--- config.mk ---
export PLATFORM = sky130hd
export DESIGN_NAME = div_seq
export DESIGN_NICKNAME = d
export VERILOG_FILES = /design/src/rtl/dp_pkg.sv /design/src/rtl/div_step.sv /design/src/rtl/div_seq.sv
export SDC_FILE = /design/constraint.sdc
export NUM_CORES = 1
export LEC_CHECK = 0
export BUFFER_PORTS_ARGS = -buffer_cell sky130_fd_sc_hd__buf_2
export CAP_MARGIN = 20
export CORE_MARGIN = 1
export CORE_UTILIZATION = 47
export CTS_CLUSTER_DIAMETER = 100
export DETAILED_ROUTE_END_ITERATION = 7
export GPL_TIMING_DRIVEN = 1
export PLACE_DENSITY = 0.66
export SLEW_MARGIN = 20
export SYNTH_ARGS = -nofsm -noshare
export SYNTH_HDL_FRONTEND = slang
export SYNTH_SLANG_ARGS = --single-unit
--- constraint.sdc ---
create_clock -name clk -period 11 [get_ports clk]
set_input_delay 1.1 -clock clk [delete_from_list [all_inputs] [get_ports clk]]
set_output_delay 1.1 -clock clk [all_outputs]
set_load 0.01 [all_outputs]
--- src/rtl/dp_pkg.sv ---
// Shared datapath definitions for the iterative divider: FSM encoding and
// the sizing rule for the iteration counter.
package dp_pkg;

  typedef enum logic [1:0] {
    IDLE = 2'd0,
    RUN  = 2'd1,
    FIN  = 2'd2
  } state_e;

  // Counter must hold the value WIDTH itself, hence one extra bit.
  function automatic int cnt_width(input int w);
    return $clog2(w) + 1;
  endfunction

endpackage

--- src/rtl/div_step.sv ---
// One combinational restoring-division step: shift the next dividend bit
// into the partial remainder, subtract the divisor when it fits, and shift
// the resulting quotient bit into the quotient register.
module div_step #(
  parameter int WIDTH = 32
) (
  input  logic [WIDTH-1:0] prem_i,
  input  logic [WIDTH-1:0] qreg_i,
  input  logic [WIDTH-1:0] divisor_i,
  output logic [WIDTH-1:0] prem_o,
  output logic [WIDTH-1:0] qreg_o
);

  logic [WIDTH:0]   shifted_s;
  logic [WIDTH-1:0] diff_s;
  logic             fits_s;

  // Trial subtraction; the low-WIDTH difference is exact whenever it fits,
  // because the partial remainder is always below the divisor.
  always_comb begin
    shifted_s = {prem_i, qreg_i[WIDTH-1]};
    fits_s    = (shifted_s >= {1'b0, divisor_i});
    diff_s    = shifted_s[WIDTH-1:0] - divisor_i;
    if (fits_s) begin
      prem_o = diff_s;
      qreg_o = {qreg_i[WIDTH-2:0], 1'b1};
    end else begin
      prem_o = shifted_s[WIDTH-1:0];
      qreg_o = {qreg_i[WIDTH-2:0], 1'b0};
    end
  end

endmodule

--- src/rtl/div_seq.sv ---
// Multi-cycle signed/unsigned divider for DIV/DIVU. Works on magnitudes with
// one restoring step per cycle, then sign-corrects in a final cycle and
// pulses done_o as the HI/LO write enable.
module div_seq
  import dp_pkg::*;
#(
  parameter int WIDTH = 32
) (
  input  logic             clk,
  input  logic             rst,
  input  logic             start_i,
  input  logic             sgn_i,
  input  logic [WIDTH-1:0] a_i,
  input  logic [WIDTH-1:0] b_i,
  output logic             busy_o,
  output logic             done_o,
  output logic [WIDTH-1:0] quo_o,
  output logic [WIDTH-1:0] rem_o,
  output logic             dbz_o
);

  localparam int CW = cnt_width(WIDTH);

  state_e           state_q, state_d;
  logic [CW-1:0]    cnt_q, cnt_d;
  logic             sgn_q, sgn_d;
  logic             sa_q, sa_d;
  logic             sb_q, sb_d;
  logic [WIDTH-1:0] bmag_q, bmag_d;
  logic [WIDTH-1:0] prem_q, prem_d;
  logic [WIDTH-1:0] qreg_q, qreg_d;
  logic             busy_q, busy_d;
  logic             done_q, done_d;
  logic             dbz_q, dbz_d;
  logic [WIDTH-1:0] quo_q, quo_d;
  logic [WIDTH-1:0] rem_q, rem_d;

  logic [WIDTH-1:0] step_prem_s;
  logic [WIDTH-1:0] step_qreg_s;

  // Two's-complement negate when n is set.
  function automatic logic [WIDTH-1:0] neg_if(input logic [WIDTH-1:0] v, input logic n);
    if (n) begin
      return ~v + {{(WIDTH-1){1'b0}}, 1'b1};
    end else begin
      return v;
    end
  endfunction

  div_step #(.WIDTH(WIDTH)) u_step (
    .prem_i    (prem_q),
    .qreg_i    (qreg_q),
    .divisor_i (bmag_q),
    .prem_o    (step_prem_s),
    .qreg_o    (step_qreg_s)
  );

  // Next-state and datapath control; results only change in FIN.
  always_comb begin
    state_d = state_q;
    cnt_d   = cnt_q;
    sgn_d   = sgn_q;
    sa_d    = sa_q;
    sb_d    = sb_q;
    bmag_d  = bmag_q;
    prem_d  = prem_q;
    qreg_d  = qreg_q;
    busy_d  = busy_q;
    done_d  = 1'b0;
    dbz_d   = dbz_q;
    quo_d   = quo_q;
    rem_d   = rem_q;
    case (state_q)
      IDLE: begin
        if (start_i) begin
          sgn_d  = sgn_i;
          sa_d   = a_i[WIDTH-1];
          sb_d   = b_i[WIDTH-1];
          bmag_d = neg_if(b_i, sgn_i & b_i[WIDTH-1]);
          qreg_d = neg_if(a_i, sgn_i & a_i[WIDTH-1]);
          prem_d = {WIDTH{1'b0}};
          cnt_d  = CW'(WIDTH);
          busy_d = 1'b1;
          if (b_i == {WIDTH{1'b0}}) begin
            state_d = FIN;
          end else begin
            state_d = RUN;
          end
        end else begin
          busy_d = 1'b0;
        end
      end
      RUN: begin
        prem_d = step_prem_s;
        qreg_d = step_qreg_s;
        cnt_d  = cnt_q - CW'(1);
        busy_d = 1'b1;
        if (cnt_q == CW'(1)) begin
          state_d = FIN;
        end else begin
          state_d = RUN;
        end
      end
      FIN: begin
        done_d  = 1'b1;
        busy_d  = 1'b0;
        state_d = IDLE;
        if (bmag_q == {WIDTH{1'b0}}) begin
          // No steps ran, so qreg still holds |a|; undoing the dividend
          // sign recovers the original operand for HI.
          quo_d = {WIDTH{1'b1}};
          rem_d = neg_if(qreg_q, sgn_q & sa_q);
          dbz_d = 1'b1;
        end else begin
          quo_d = neg_if(qreg_q, sgn_q & (sa_q ^ sb_q));
          rem_d = neg_if(prem_q, sgn_q & sa_q);
          dbz_d = 1'b0;
        end
      end
      default: begin
        state_d = IDLE;
        busy_d  = 1'b0;
      end
    endcase
  end

  // State, working and output registers with asynchronous clear.
  always_ff @(posedge clk or posedge rst) begin
    if (rst) begin
      state_q <= IDLE;
      cnt_q   <= {CW{1'b0}};
      sgn_q   <= 1'b0;
      sa_q    <= 1'b0;
      sb_q    <= 1'b0;
      bmag_q  <= {WIDTH{1'b0}};
      prem_q  <= {WIDTH{1'b0}};
      qreg_q  <= {WIDTH{1'b0}};
      busy_q  <= 1'b0;
      done_q  <= 1'b0;
      dbz_q   <= 1'b0;
      quo_q   <= {WIDTH{1'b0}};
      rem_q   <= {WIDTH{1'b0}};
    end else begin
      state_q <= state_d;
      cnt_q   <= cnt_d;
      sgn_q   <= sgn_d;
      sa_q    <= sa_d;
      sb_q    <= sb_d;
      bmag_q  <= bmag_d;
      prem_q  <= prem_d;
      qreg_q  <= qreg_d;
      busy_q  <= busy_d;
      done_q  <= done_d;
      dbz_q   <= dbz_d;
      quo_q   <= quo_d;
      rem_q   <= rem_d;
    end
  end

  assign busy_o = busy_q;
  assign done_o = done_q;
  assign dbz_o  = dbz_q;
  assign quo_o  = quo_q;
  assign rem_o  = rem_q;

endmodule

# Word level (Yosys, flattened, before mapping)
# Cells that the tools add are included.
word_totals:
  reg_bits: 174
  input_bits: 68
  output_inout_bits: 67
  wordCells: 62
classes:
  add_sub_neg: 6
  magnitude_cmp: 1
  eq_ne: 4
  n_mux: 23
  bitwise_logic: 9
  n_reduce_logical: 6
op_table:
  columns: ["operator", "n"]
  rows:
  - ["32-bit two-way mux", 10]
  - ["32-bit by 1-bit adder with 32-bit output, second input constant", 4]
  - ["32-bit inverter", 4]
  - ["32-bit one-hot mux with 2 select lines", 2]
  - ["32-bit zero test", 2]
  - ["33-bit by 32-bit >= comparator with 1-bit output", 1]
  - ["32-bit subtractor", 1]
  - ["6-bit one-hot mux with 2 select lines", 1]
  - ["6-bit by 1-bit equality test with 1-bit output, second input constant", 1]
  - ["2-bit two-way mux", 3]
  - ["6-bit two-way mux", 1]
  - ["6-bit by 1-bit subtractor with 6-bit output, second input constant", 1]
  - ["1-bit AND", 4]
  - ["1-bit two-way mux", 4]
  - ["2-bit one-hot mux with 2 select lines", 1]
  - ["2-bit AND reduction", 2]
  - ["2-bit by 1-bit equality test with 1-bit output, second input constant", 1]
  - ["2-bit equality test, second input constant", 1]
  - ["2-bit zero test", 1]
  - ["2-bit inequality test, second input constant", 1]
  - ["1-bit one-hot mux with 2 select lines", 1]
  - ["2-bit nonzero test", 1]
  - ["1-bit bitwise XOR", 1]

# Longest topological paths before layout
logic_depth:
  word_depth: 5
  ltp_mapped: 13
  depth_no_buf: 13

# By module
# From an unflattened synthesis, not the netlist that was laid out.
hier_totals:
  hier_cells: 1528
  area_unflattened_um2: 12667.1
by_module_without_submodules:
  columns: ["module", "instances", "cells_per_inst", "area_per_inst_um2", "seq_area_each_um2"]
  rows:
  - ["div_seq", 1, 1173, 10095.9, 4354.2]
  - ["div_step", 1, 355, 2571.2, 0.0]

# Worst setup path before layout
# No wires, ideal clock.
synth_path:
  path_kind: "input port to flip-flop"
  from: "in b_i[6]"
  to: "reg bmag_q[29]"
  setup_time_ps: 133
  arrival_ps: 2978
  required_time_ps: 10867
  path_slack_ps: 7889
  stages: 9
  n_path_buf: 0
  path_cell_list: "or4_1 -> nor3_1 -> or3b_1 -> nor2_1 -> and2_1 -> a31oi_1 -> nor2_1 -> xor2_1 -> o21ai_0"
synth_via:
  elab_chain_cells: 3
synth_lines:
  columns: ["item", "line", "text"]
  rows:
  - ["start: declaration", "div_seq.sv:14", "input logic [WIDTH-1:0] b_i,"]
  - ["32-bit inverter", "div_seq.sv:44", "return ~v + {{(WIDTH-1){1'b0}}, 1'b1};"]
  - ["32-bit by 1-bit adder with 32-bit output", "div_seq.sv:44", null]
  - ["32-bit two-way mux", "div_seq.sv:43", "if (n) begin"]
  - ["end signal: assignment", "div_seq.sv:135", "bmag_q <= {WIDTH{1'b0}};"]
  - ["end signal: assignment", "div_seq.sv:149", "bmag_q <= bmag_d;"]
  - ["end: declaration", "div_seq.sv:29", "logic [WIDTH-1:0] bmag_q, bmag_d;"]
# No other way between the ends.
# A chain may end at the register's enable or synchronous reset.

# Worst setup path in the final report
layout_path:
  from: "reg prem_q[7]"
  to: "reg qreg_q[0]"
layout_via:
  elab_chain_cells: 3
layout_lines:
  columns: ["item", "line", "text"]
  rows:
  - ["start: declaration", "div_seq.sv:30", "logic [WIDTH-1:0] prem_q, prem_d;"]
  - ["start signal: assignment", "div_seq.sv:136", "prem_q <= {WIDTH{1'b0}};"]
  - ["start signal: assignment", "div_seq.sv:150", "prem_q <= prem_d;"]
  - ["33-bit by 32-bit >= comparator with 1-bit output", "div_step.sv:22", "fits_s = (shifted_s >= {1'b0, divisor_i});"]
  - ["1-bit two-way mux", "div_step.sv:24", "if (fits_s) begin"]
  - ["32-bit one-hot mux with 2 select lines", "div_seq.sv:73", "case (state_q)"]
  - ["end signal: assignment", "div_seq.sv:137", "qreg_q <= {WIDTH{1'b0}};"]
  - ["end signal: assignment", "div_seq.sv:151", "qreg_q <= qreg_d;"]
  - ["end: declaration", "div_seq.sv:31", "logic [WIDTH-1:0] qreg_q, qreg_d;"]
# No other way between the ends.

==> run summary <==
# nets final - 1658
Routability Congestion - 0.8796
Clock Tree Buf Depth - 2
Cell variety after synth - 67
Post-synth EDFFs - 0
Final Skew - 0.01209 ns
Floorplan core area - 24530 µm²
Largest area contributor in the netlist - dfrtp_1
Power Dens Cells - 329.3 nW/µm²
Crit start category - register
Slowest-stage cell, CP - dfrtp_1
Top post-synthesis cells by area - dfrtp_1 (37%), o21ai_0 (7.6%), xnor2_1 (6.8%), nand2_1 (5.9%), a21oi_1 (5.6%)
Register area share after synthesis - 36.68%
R2r worst-path depth - 10
# Max-Cap Violations - 0
Crit. Startpoint - prem_q[7]$_DFFE_PP0P_
Final instance area - 13300 µm²
Drt drc - 0
Worst VDD drop - 251.9 µV
DIE AREA - 25900 µm²
Clock root buffer - clkbuf_16
Placed inst area - 12730 µm²
Slowest Stage Delay on Critical Path - 0.47 ns
Synth Net Count - 1580
Post-CTS Hold Fix Bufs - 0
DR WL/cell - 17.39 µm
Post-CTS resize count - 0
Relative slew slack - 25.27%
Fin Setup TNS - 0 ns
Post-CTS Repair Setup Buffers - 0
Post-synth top area share - 36.68%
Clk_lat worst skew - 0.44 ns
Final period util - 32.20%
Largest net degree at the start of global routing - 78
Die Y - 160.9 µm
CP cell instances - ha_1 > a21oi_1 > o21ai_0 > and2_1 > nor3_2 > a31oi_1 > a31oi_4 > buf_4 > nand2b_1 > o221ai_1
Kind of critical path - register to register
Number of I/O pins - 135
Stages on worst setup path - 10
Yosys warns - 0
Detailed Place HPWL - 23980 µm
Routed Antenna Nets - 0
Drt via density - 5.730
Crit end category - register
Critical Path AT - 3.82 ns
Reg-to-Reg Start - prem_q[7]$_DFFE_PP0P_
F_max - 282.3 MHz
Worst Setup Slack, final - 7.458 ns
Buf+Inv Stages, Crit Path - 1
Initial Utilization - 48.39%
Reg2reg setup slack - 7.46 ns
GR Util All Layers - 26.20%
Syn Inst Count - 1473
Synth Flop Type - dfrtp_1
Required @ worst endpoint - 11.28 ns
Final wirelength - 32840 µm
Share of layout cells above drive strength 1 - 13.36%
Initial antenna violation count - 0
Post-synthesis cell area - 11870 µm²
Die width - 160.9 µm
Crit path time final - 3.542 ns
Crit path to - qreg_q[0]$_DFFE_PP0P_
Place WS - 7.356 ns
RSZ-0062 raised after global routing - false
Hold Crit Class - register to register
DR iter-0 viols - 763
CTS H-tree lvls - 4
First-pass GRT wire length - 54220 µm
Final number of max-transition violations - 0
Syn_area_per_cell - 8.059 µm²
# setup viols final - 0
Total vias in the final route - 10820
Vias in the first global route - 10360
CTS buffer count - 17
TritonCTS clock tree - yes
# diodes - 0
Post-synth ARST share - 100.0%
Worst Max-Slew Pin Slew - 1.109 ns
Final hold vios - 0
Global route overflow - 0
# port buffers - 134
Clock Sinks - 174
Max FO, Critical Path - 54
Reg-to-Reg End - qreg_q[0]$_DFFE_PP0P_
Register bit total from synthesis - 174
CP delay by family, top - compound AO/OA/AOI/OAI gates
Leak pwr - 5.877 nW
Num rows - 57
Status - finished, final reports clean
P&R area growth vs syn - 11.99%
Initial DRT Pass Iterations - 5
Worst-path clk slew - 0.07 ns
final cells by class:
| class | instances | area, µm² |
|---|---|---|
| tap | 324 | 405.4 |
| inverter | 62 | 237.7 |
| multi-input combinational | 1150 | 6979 |
| timing repair buffer | 146 | 768.2 |
| clock inverter | 14 | 111.4 |
| clock buffer | 18 | 439.2 |
| sequential | 174 | 4354 |
| fill | 2378 | 11240 |
worst min-delay path by stage:
stage / from / to / slack, ns / cells after the start
floorplan: cnt_q[4]$_DFFE_PP0P_ / cnt_q[4]$_DFFE_PP0P_ / 0.45 / 1
global placement: rem_o[17]$_DFFE_PP0P_ / rem_o[17]$_DFFE_PP0P_ / 0.46 / 2
detailed placement: rem_o[17]$_DFFE_PP0P_ / rem_o[17]$_DFFE_PP0P_ / 0.46 / 2
CTS: rem_o[17]$_DFFE_PP0P_ / rem_o[17]$_DFFE_PP0P_ / 0.48 / 2
global route: dbz_o$_DFFE_PP0P_ / dbz_o$_DFFE_PP0P_ / 0.49 / 2
finish: rem_o[17]$_DFFE_PP0P_ / rem_o[17]$_DFFE_PP0P_ / 0.47 / 2
tightest hold or removal path: stages, from the launching register on:
cell     delay (ns)
dfrtp_1        0.34
nand2_1        0.05
nand2_1        0.06
kinds of logic after synthesis:
| group | share of synthesized area (%) |
|---|---|
| and+or+nand+nor | 19.52 |
| DFF | 36.68 |
| xor gates and xnor gates | 12.32 |
| muxes | 0.6746 |
| AOI/OAI and AO/OA | 21.80 |
| adders and majority gates | 4.174 |
| buffers and inverters | 4.838 |
routing by layer:
metal	global-route usage, %	wire, µm	vias up
li1	-	-	5309
met1	36.66	15270	5207
met2	42.40	15520	260
met3	3.719	1387	42
met4	6.861	665	0
met5	0	0	-
placed cells by master, fill, tap and decap left out, types with 19 or more instances in the layout:
cell type	Yosys	routed
nand2_1	188	187
o21ai_0	180	180
dfrtp_1	174	174
nor2_1	142	139
buf_2	6	134
a21oi_1	133	133
xnor2_1	92	92
xor2_1	75	75
inv_1	61	60
ha_1	38	38
nor3_1	30	30
a22oi_1	28	28
nor4_1	23	23
nand3_1	19	19
flip-flops by register name (all words and copies together) (netlist names):
signal,flops
rem_o,32
bmag_q,32
done_o,1
cnt_q,6
state_q,2
sgn_q,1
qreg_q,32
prem_q,32
sb_q,1
quo_o,32
sa_q,1
dbz_o,1
busy_o,1
per-stage QoR:
step | utilization, % | hold WS (ns) | power, mW | cells
4_1_cts | 54.12 | 0.4777 | 4.379 | 1887
5_1_grt | 54.19 | 0.4926 | 4.797 | 1888
2_1_floorplan | - | 0.4496 | 3.111 | 1473
6_report | 54.19 | 0.4730 | 4.379 | 1888
3_5_place_dp | 51.88 | 0.4615 | 3.794 | 1855
3_3_place_gp | 51.88 | 0.4551 | 3.758 | 1855
synth_stat cells (8+ instances only):
master	n
a21oi_1	133
a22oi_1	28
a31oi_1	14
a32oi_1	12
and2_1	10
and3_1	8
clkbuf_1	77
dfrtp_1	174
ha_1	38
inv_1	61
mux2i_1	8
nand2_1	188
nand2b_1	9
nand3_1	19
nand4_1	11
nor2_1	142
nor3_1	30
nor4_1	23
o21ai_0	180
o221ai_1	10
o31ai_1	13
or3_1	15
xnor2_1	92
xor2_1	75
power breakdown:
| part | total (mW) | switching [mW] | internal [mW] | leakage, nW |
|---|---|---|---|---|
| registers | 1.31 | 0.375 | 0.931 | 2.22 |
| clock network | 0.575 | 0.277 | 0.298 | 0.252 |
| logic | 2.50 | 1.47 | 1.03 | 3.40 |
| total | 4.38 | 2.12 | 2.25 | 5.88 |
No activity file was read; power rests on OpenSTA's default activity.
